$ cat config.mk
export PLATFORM = sky130hd
export DESIGN_NAME = fifo_rr_drain_arbiter
export DESIGN_NICKNAME = d
export VERILOG_FILES = /design/src/rtl/fifo_rr_drain_arbiter.sv
export SDC_FILE = /design/constraint.sdc
export NUM_CORES = 1
export LEC_CHECK = 0
export ABC_AREA = 1
export ABC_CLOCK_PERIOD_IN_PS = 1700
export BUFFER_PORTS_ARGS = -buffer_cell sky130_fd_sc_hd__buf_2
export CELL_PAD_IN_SITES_DETAIL_PLACEMENT = 2
export CELL_PAD_IN_SITES_GLOBAL_PLACEMENT = 2
export CORE_MARGIN = 2
export CORE_UTILIZATION = 18
export DETAILED_ROUTE_END_ITERATION = 10
export PLACE_DENSITY = 0.79
export RECOVER_POWER = 25
export SYNTH_ARGS = -nofsm -noshare
export SYNTH_HDL_FRONTEND = slang
export SYNTH_SLANG_ARGS = --single-unit
export TNS_END_PERCENT = 5
$ cat constraint.sdc
create_clock -name i_clk -period 1.7 [get_ports i_clk]
set_input_delay 0.17 -clock i_clk [delete_from_list [all_inputs] [get_ports i_clk]]
set_output_delay 0.17 -clock i_clk [all_outputs]
set_load 0.005 [all_outputs]
$ cat src/rtl/fifo_rr_drain_arbiter.sv
// Round-robin drain arbiter: grants one non-empty FWFT FIFO at a time for a
// burst of up to BURST_LEN words, pops it directly, and forwards each word
// through a single registered valid/ready stage tagged with its source port.
//
// state   | meaning
// S_IDLE  | searching from rr_ptr for the next non-empty port, no pops
// S_BURST | draining the granted port while the output stage can accept
module fifo_rr_drain_arbiter #(
  parameter int NUM_PORTS     = 4,
  parameter int DATA_WIDTH    = 64,
  parameter int BURST_LEN     = 8,
  parameter int PORT_ID_WIDTH = 2
) (
  input  logic                            i_clk,
  input  logic                            i_reset,
  input  logic [NUM_PORTS-1:0]            i_fifo_empty,
  input  logic [NUM_PORTS*DATA_WIDTH-1:0] i_fifo_data_in,
  output logic [NUM_PORTS-1:0]            o_fifo_pop,
  output logic [DATA_WIDTH-1:0]           o_data_out,
  output logic                            o_data_valid,
  input  logic                            i_data_ready,
  output logic [PORT_ID_WIDTH-1:0]        o_data_src,
  output logic                            o_busy
);

  localparam int CNT_W = $clog2(BURST_LEN + 1);
  localparam logic [PORT_ID_WIDTH:0] NP_W = (PORT_ID_WIDTH + 1)'(NUM_PORTS);

  typedef enum logic {S_IDLE, S_BURST} state_t;

  state_t                   r_state;
  logic [PORT_ID_WIDTH-1:0] r_grant;
  logic [PORT_ID_WIDTH-1:0] r_rr_ptr;
  logic [CNT_W-1:0]         r_burst_cnt;
  logic [DATA_WIDTH-1:0]    r_data_out;
  logic                     r_data_valid;
  logic [PORT_ID_WIDTH-1:0] r_data_src;

  logic                     w_found;
  logic [PORT_ID_WIDTH-1:0] w_sel;
  logic [PORT_ID_WIDTH:0]   w_sum;
  logic                     w_grant_empty;
  logic [DATA_WIDTH-1:0]    w_grant_data;
  logic                     w_stage_free;
  logic                     w_pop;
  logic                     w_last_word;
  logic [PORT_ID_WIDTH-1:0] w_grant_next;

  // Round-robin search: first non-empty port starting at rr_ptr, wrapping.
  always_comb begin
    w_found = 1'b0;
    w_sel   = '0;
    w_sum   = '0;
    for (int k = 0; k < NUM_PORTS; k++) begin
      w_sum = {1'b0, r_rr_ptr} + (PORT_ID_WIDTH + 1)'(k);
      if (w_sum >= NP_W) begin
        w_sum = w_sum - NP_W;
      end
      if (!w_found && !i_fifo_empty[w_sum[PORT_ID_WIDTH-1:0]]) begin
        w_found = 1'b1;
        w_sel   = w_sum[PORT_ID_WIDTH-1:0];
      end
    end
  end

  // Mux out the granted port's empty flag and head word.
  always_comb begin
    w_grant_empty = 1'b1;
    w_grant_data  = '0;
    for (int j = 0; j < NUM_PORTS; j++) begin
      if (r_grant == PORT_ID_WIDTH'(j)) begin
        w_grant_empty = i_fifo_empty[j];
        w_grant_data  = i_fifo_data_in[j*DATA_WIDTH +: DATA_WIDTH];
      end
    end
  end

  assign w_stage_free = !r_data_valid || i_data_ready;
  // Reset gating keeps a mid-burst reset from popping a word that would be lost.
  assign w_pop        = (r_state == S_BURST) && !w_grant_empty && w_stage_free && !i_reset;
  assign w_last_word  = (r_burst_cnt == CNT_W'(BURST_LEN - 1));
  assign w_grant_next = (r_grant == PORT_ID_WIDTH'(NUM_PORTS - 1)) ? '0
                                                                   : r_grant + PORT_ID_WIDTH'(1);

  // Pop decode: only the granted port, only when its word can be taken.
  always_comb begin
    o_fifo_pop = '0;
    for (int j = 0; j < NUM_PORTS; j++) begin
      o_fifo_pop[j] = w_pop && (r_grant == PORT_ID_WIDTH'(j));
    end
  end

  // Grant FSM, burst counter and the registered output stage.
  always_ff @(posedge i_clk) begin
    if (i_reset) begin
      r_state      <= S_IDLE;
      r_grant      <= '0;
      r_rr_ptr     <= '0;
      r_burst_cnt  <= '0;
      r_data_out   <= '0;
      r_data_valid <= 1'b0;
      r_data_src   <= '0;
    end else begin
      case (r_state)
        S_IDLE: begin
          if (w_found) begin
            r_grant     <= w_sel;
            r_burst_cnt <= '0;
            r_state     <= S_BURST;
          end
        end
        S_BURST: begin
          if (w_pop) begin
            r_burst_cnt <= r_burst_cnt + CNT_W'(1);
          end
          if ((w_pop && w_last_word) || w_grant_empty) begin
            r_rr_ptr <= w_grant_next;
            r_state  <= S_IDLE;
          end
        end
        default: r_state <= S_IDLE;
      endcase

      if (w_pop) begin
        r_data_out   <= w_grant_data;
        r_data_src   <= r_grant;
        r_data_valid <= 1'b1;
      end else if (i_data_ready) begin
        r_data_valid <= 1'b0;
      end
    end
  end

  assign o_data_out   = r_data_out;
  assign o_data_valid = r_data_valid;
  assign o_data_src   = r_data_src;
  assign o_busy       = (r_state == S_BURST) || r_data_valid;

endmodule
==> Implementation_results.wiki <==
{| class="wikitable"
! Metric !! Value
|-
| Status || finished with violations
|-
| Failing checks || setup timing
|-
| Clock sink count || 76
|-
| Number of synthesized register bits || 76
|-
| Distinct cell type count of the synthesized netlist || 29
|-
| Average vias per placed instance || between 4 and 5
|-
| Dpl cells || 1531
|-
| Average footprint of a synthesized cell || between 6 and 7 um^2
|-
| Fmax || around 500 MHz
|-
| Tmin final || between 1.5 and 2 ns
|-
| Number of max-slew violations in the final report || 0
|-
| Critical-path cell with the highest stage delay || dfxtp_4
|-
| # Max-Cap Violations || 0
|-
| Unrepaired setup endpoints after global routing || true
|-
| GRT Util Overall || a little under a fifth
|-
| Area of the core || approximately 28000 um^2
|-
| CP max stage delay || between 0.3 and 0.4 ns
|-
| Arrival time at the worst endpoint || 1.81 ns
|-
| Data required time of the critical path || around 1.5 ns
|-
| Layout cell share with drive strength beyond 1 || a little over two fifths
|-
| Number of detailed-routing iterations run before antenna repair || 4
|-
| Via count of the first global-routing pass || between 7000 and 8000
|-
| CTS tree || done
|-
| Static Leak || roughly 4 nW
|-
| Detail-routed net length per standard cell || between 15 and 20 um
|-
| Layout Area Growth over Synthesis || 64.9%
|-
| Worst setup skew after layout || ~0.006 ns
|-
| Antenna violations before repair || 2
|-
| Final cell count without fillers || roughly 1600
|-
| Global placement routability congestion || 0.789
|-
| Critical-path maximum fanout || 5
|-
| Die outline width || about 170 um
|-
| Count of fill cells added during filler insertion || approximately 3400
|-
| Hold Buf Count CTS || 0
|-
| Total Die Area || ~29000 um^2
|-
| Post-route cell area || ~8300 um^2
|-
| HP Class || in -> reg
|-
| DPL Wire Length || between 20000 and 25000 um
|-
| Post-synthesis cell count || approximately 830
|-
| Worst-margin pin slew || between 0.3 and 0.4 ns
|-
| Dominant cell type by count on the critical path || nand2_1
|-
| Buffers added on ports || 334
|-
| CTS H-Tree Depth || 3
|-
| Number of top-level pins || 335
|-
| Sequential-to-total area share from yosys stat || a little under a third
|-
| Post-synthesis instance area || 5040 um^2
|-
| Starting Density || between 10% and 20%
|-
| Antenna viol nets, final || 0
|-
| Mapped Nets || between 1000 and 1500
|-
| Multi-input combinational cell area || about 3300 um^2
|-
| Total area of sequential cells || roughly 1500 um^2
|-
| Worst-path cell chain || buf_6 > ha_4 > nor2_4 > nand2_1 > nand2_1 > nand2_1 > o21ai_2 > nand2_4 > buf_6 > nor2_4 > buf_2
|-
| Endpoint type of the worst setup path || output pin
|-
| First-pass GRT wire length || roughly 42000 um
|-
| Bufs and invs on worst path || 3
|-
| Initial DRC Count || around 220
|-
| Yosys warning count || 0
|-
| Power per Cell Area || 1380 nW/um^2
|-
| Type of the worst setup path || reg -> out
|-
| Die outline height || approximately 170 um
|-
| Clock latency reported for the late side of the worst-skew pair || 0.34 ns
|-
| Worst relative slew slack || ~74%
|-
| Setup-violating endpoint count in the final report || 74
|-
| Clk root buf || clkbuf_16
|-
| Buffer levels on the longest clock path || 2
|-
| Number of buffers inserted during clock tree synthesis || 9
|-
| Final nets || ~1500
|-
| Smallest setup slack after layout || -0.279 ns
|-
| Routed wire length || around 28000 um
|-
| VDD IR max || between 400 and 500 uV
|-
| Pin count of the biggest net entering global routing || 67
|-
| Ratio of final minimum period to clock period || 116%
|-
| Type of element launching the critical path || register
|-
| Hold violation total from the final report || 0
|-
| Number of core rows || 61
|-
| Kind of cell adding the most delay to the critical path || simple AND/OR/NAND/NOR gates
|-
| Area after detailed placement || approximately 7400 um^2
|-
| Final routed DRC violation total || 0
|-
| Sum of overflow across all layers after global routing || 0
|-
| Clock-pin slew on the worst setup and hold paths || 0.06 ns
|-
| Overall via count from detail_route || 7108
|}
registers in the layout, indices dropped and copies added, names as in the netlist:
register      flops
o_data_out       64
r_burst_cnt       4
o_data_src        2
r_grant           2
r_rr_ptr          2
o_data_valid      1
r_state           1
metal layers:
metal | track usage, % | share of wire (%) | vias to the layer above
met3 | 3.57 | 4.2 | 33
met1 | 20.3 | 40 | 3434
li1 | - | - | 3460
met5 | 0 | 0 | -
met4 | 5.27 | 2.2 | 0
met2 | 35.5 | 54 | 181
metrics by stage:
stage / hold WS, ns / setup WS [ns] / util (%) / power, mW / TNS [ns]
3_3_place_gp: 0.450 / -0.233 / 26.8 / 8.18 / -9.02
5_1_grt: 0.123 / -0.388 / 30.0 / 12.5 / -21.81
2_1_floorplan: 0.353 / 0.0487 / - / 5.75 / 0
4_1_cts: 0.123 / -0.302 / 29.2 / 11.3 / -15.00
3_5_place_dp: 0.454 / -0.352 / 26.8 / 8.43 / -17.70
6_report: 0.131 / -0.279 / 30.0 / 11.5 / -13.76
tightest hold or removal path, cell delays in order:
cell and delay (ns):
buf_2 0.09, o211ai_2 0.08, a21oi_2 0.10
power by group:
part / switching (mW) / internal (mW) / leakage, nW
Combinational: 3.82 / 2.78 / 3.19
Clock: 0.807 / 1.60 / 0.182
Sequential: 0.281 / 2.18 / 0.620
Total: 4.90 / 6.56 / 3.99
area by class of cell:
class                      count  share of cell area (%)
timing repair inverter         1                   0.105
clock inverter                 3                    1.08
clock buffer                  13                    3.37
timing repair buffer         404                    30.0
sequential                    76                    18.4
inverter                      22                    1.17
antenna                        3                  0.0904
tap                          378                    5.69
multi-input combinational    669                    40.1
cells in the mapped netlist:
cell type,number,area (um^2)
a21oi_1,86,430
a21oi_2,4,35.0
a31oi_1,1,6.26
buf_1,3,11.3
buf_12,1,20.0
buf_2,18,90.1
buf_4,14,105
buf_6,1,11.3
buf_8,1,15.0
clkbuf_1,23,86.3
clkbuf_2,5,25.0
clkinv_8,1,16.3
dfxtp_1,76,1520
ha_1,5,62.6
inv_1,16,60.1
inv_2,5,18.8
nand2_1,247,927
nand2_2,2,12.5
nand3_1,14,70.1
nand3b_1,2,15.0
nand4_1,3,18.8
nor2_1,116,435
nor2_2,1,6.26
nor3_1,1,5.00
o211ai_2,12,150
o21ai_0,154,771
o21ai_1,19,95.1
o21ai_2,1,8.76
xor2_1,1,8.76
cell usage in the layout (no fill, tap or decap), drive strengths merged, types with 2 or more instances in the layout:
cell type	Yosys	routed
o21ai	174	174
clkbuf	28	31
nand3	14	14
ha	5	5
o211ai	12	12
bufinv	0	3
a21oi	90	90
dfxtp	76	76
nand4	3	3
buf	38	386
nor2	117	117
diode	0	3
nand3b	2	2
inv	21	22
nand2	249	249
path summary, 6_finish.rpt:
check,from,slack [ns],end,depth (start not counted)
worst max-delay path,r_grant[0]$_SDFFE_PP0P_,-0.28,o_fifo_pop[0],11
worst min register to register,o_data_out[7]$_SDFFE_PP0N_,0.47,o_data_out[7]$_SDFFE_PP0N_,2
worst max register to register,r_grant[0]$_SDFFE_PP0P_,-0.25,o_data_out[62]$_SDFFE_PP0N_,14
worst min-delay path,i_fifo_data_in[253],0.13,o_data_out[61]$_SDFFE_PP0N_,3
logic make-up (layout without fill, tap and decap cells):
group	count (synthesis)	in the layout	synth area share, %
AND/OR/NAND/NOR	386	386	29.6
AO/OA/AOI/OAI	277	277	29.7
buffers and inverters	88	443	9.11
flip-flops	76	76	30.2
adder cells (fa/ha/maj)	5	5	1.24
XOR/XNOR	1	1	0.174
other	0	3	0
timing repair:
item | in CTS | in global routing
setup endpoints to repair | 76 | 80
cloned | 2 | 3
resized for setup | 52 | 64
pin swaps | 3 | 15
setup buffers | 14 | 0
No activity file was read; power rests on OpenSTA's default activity.
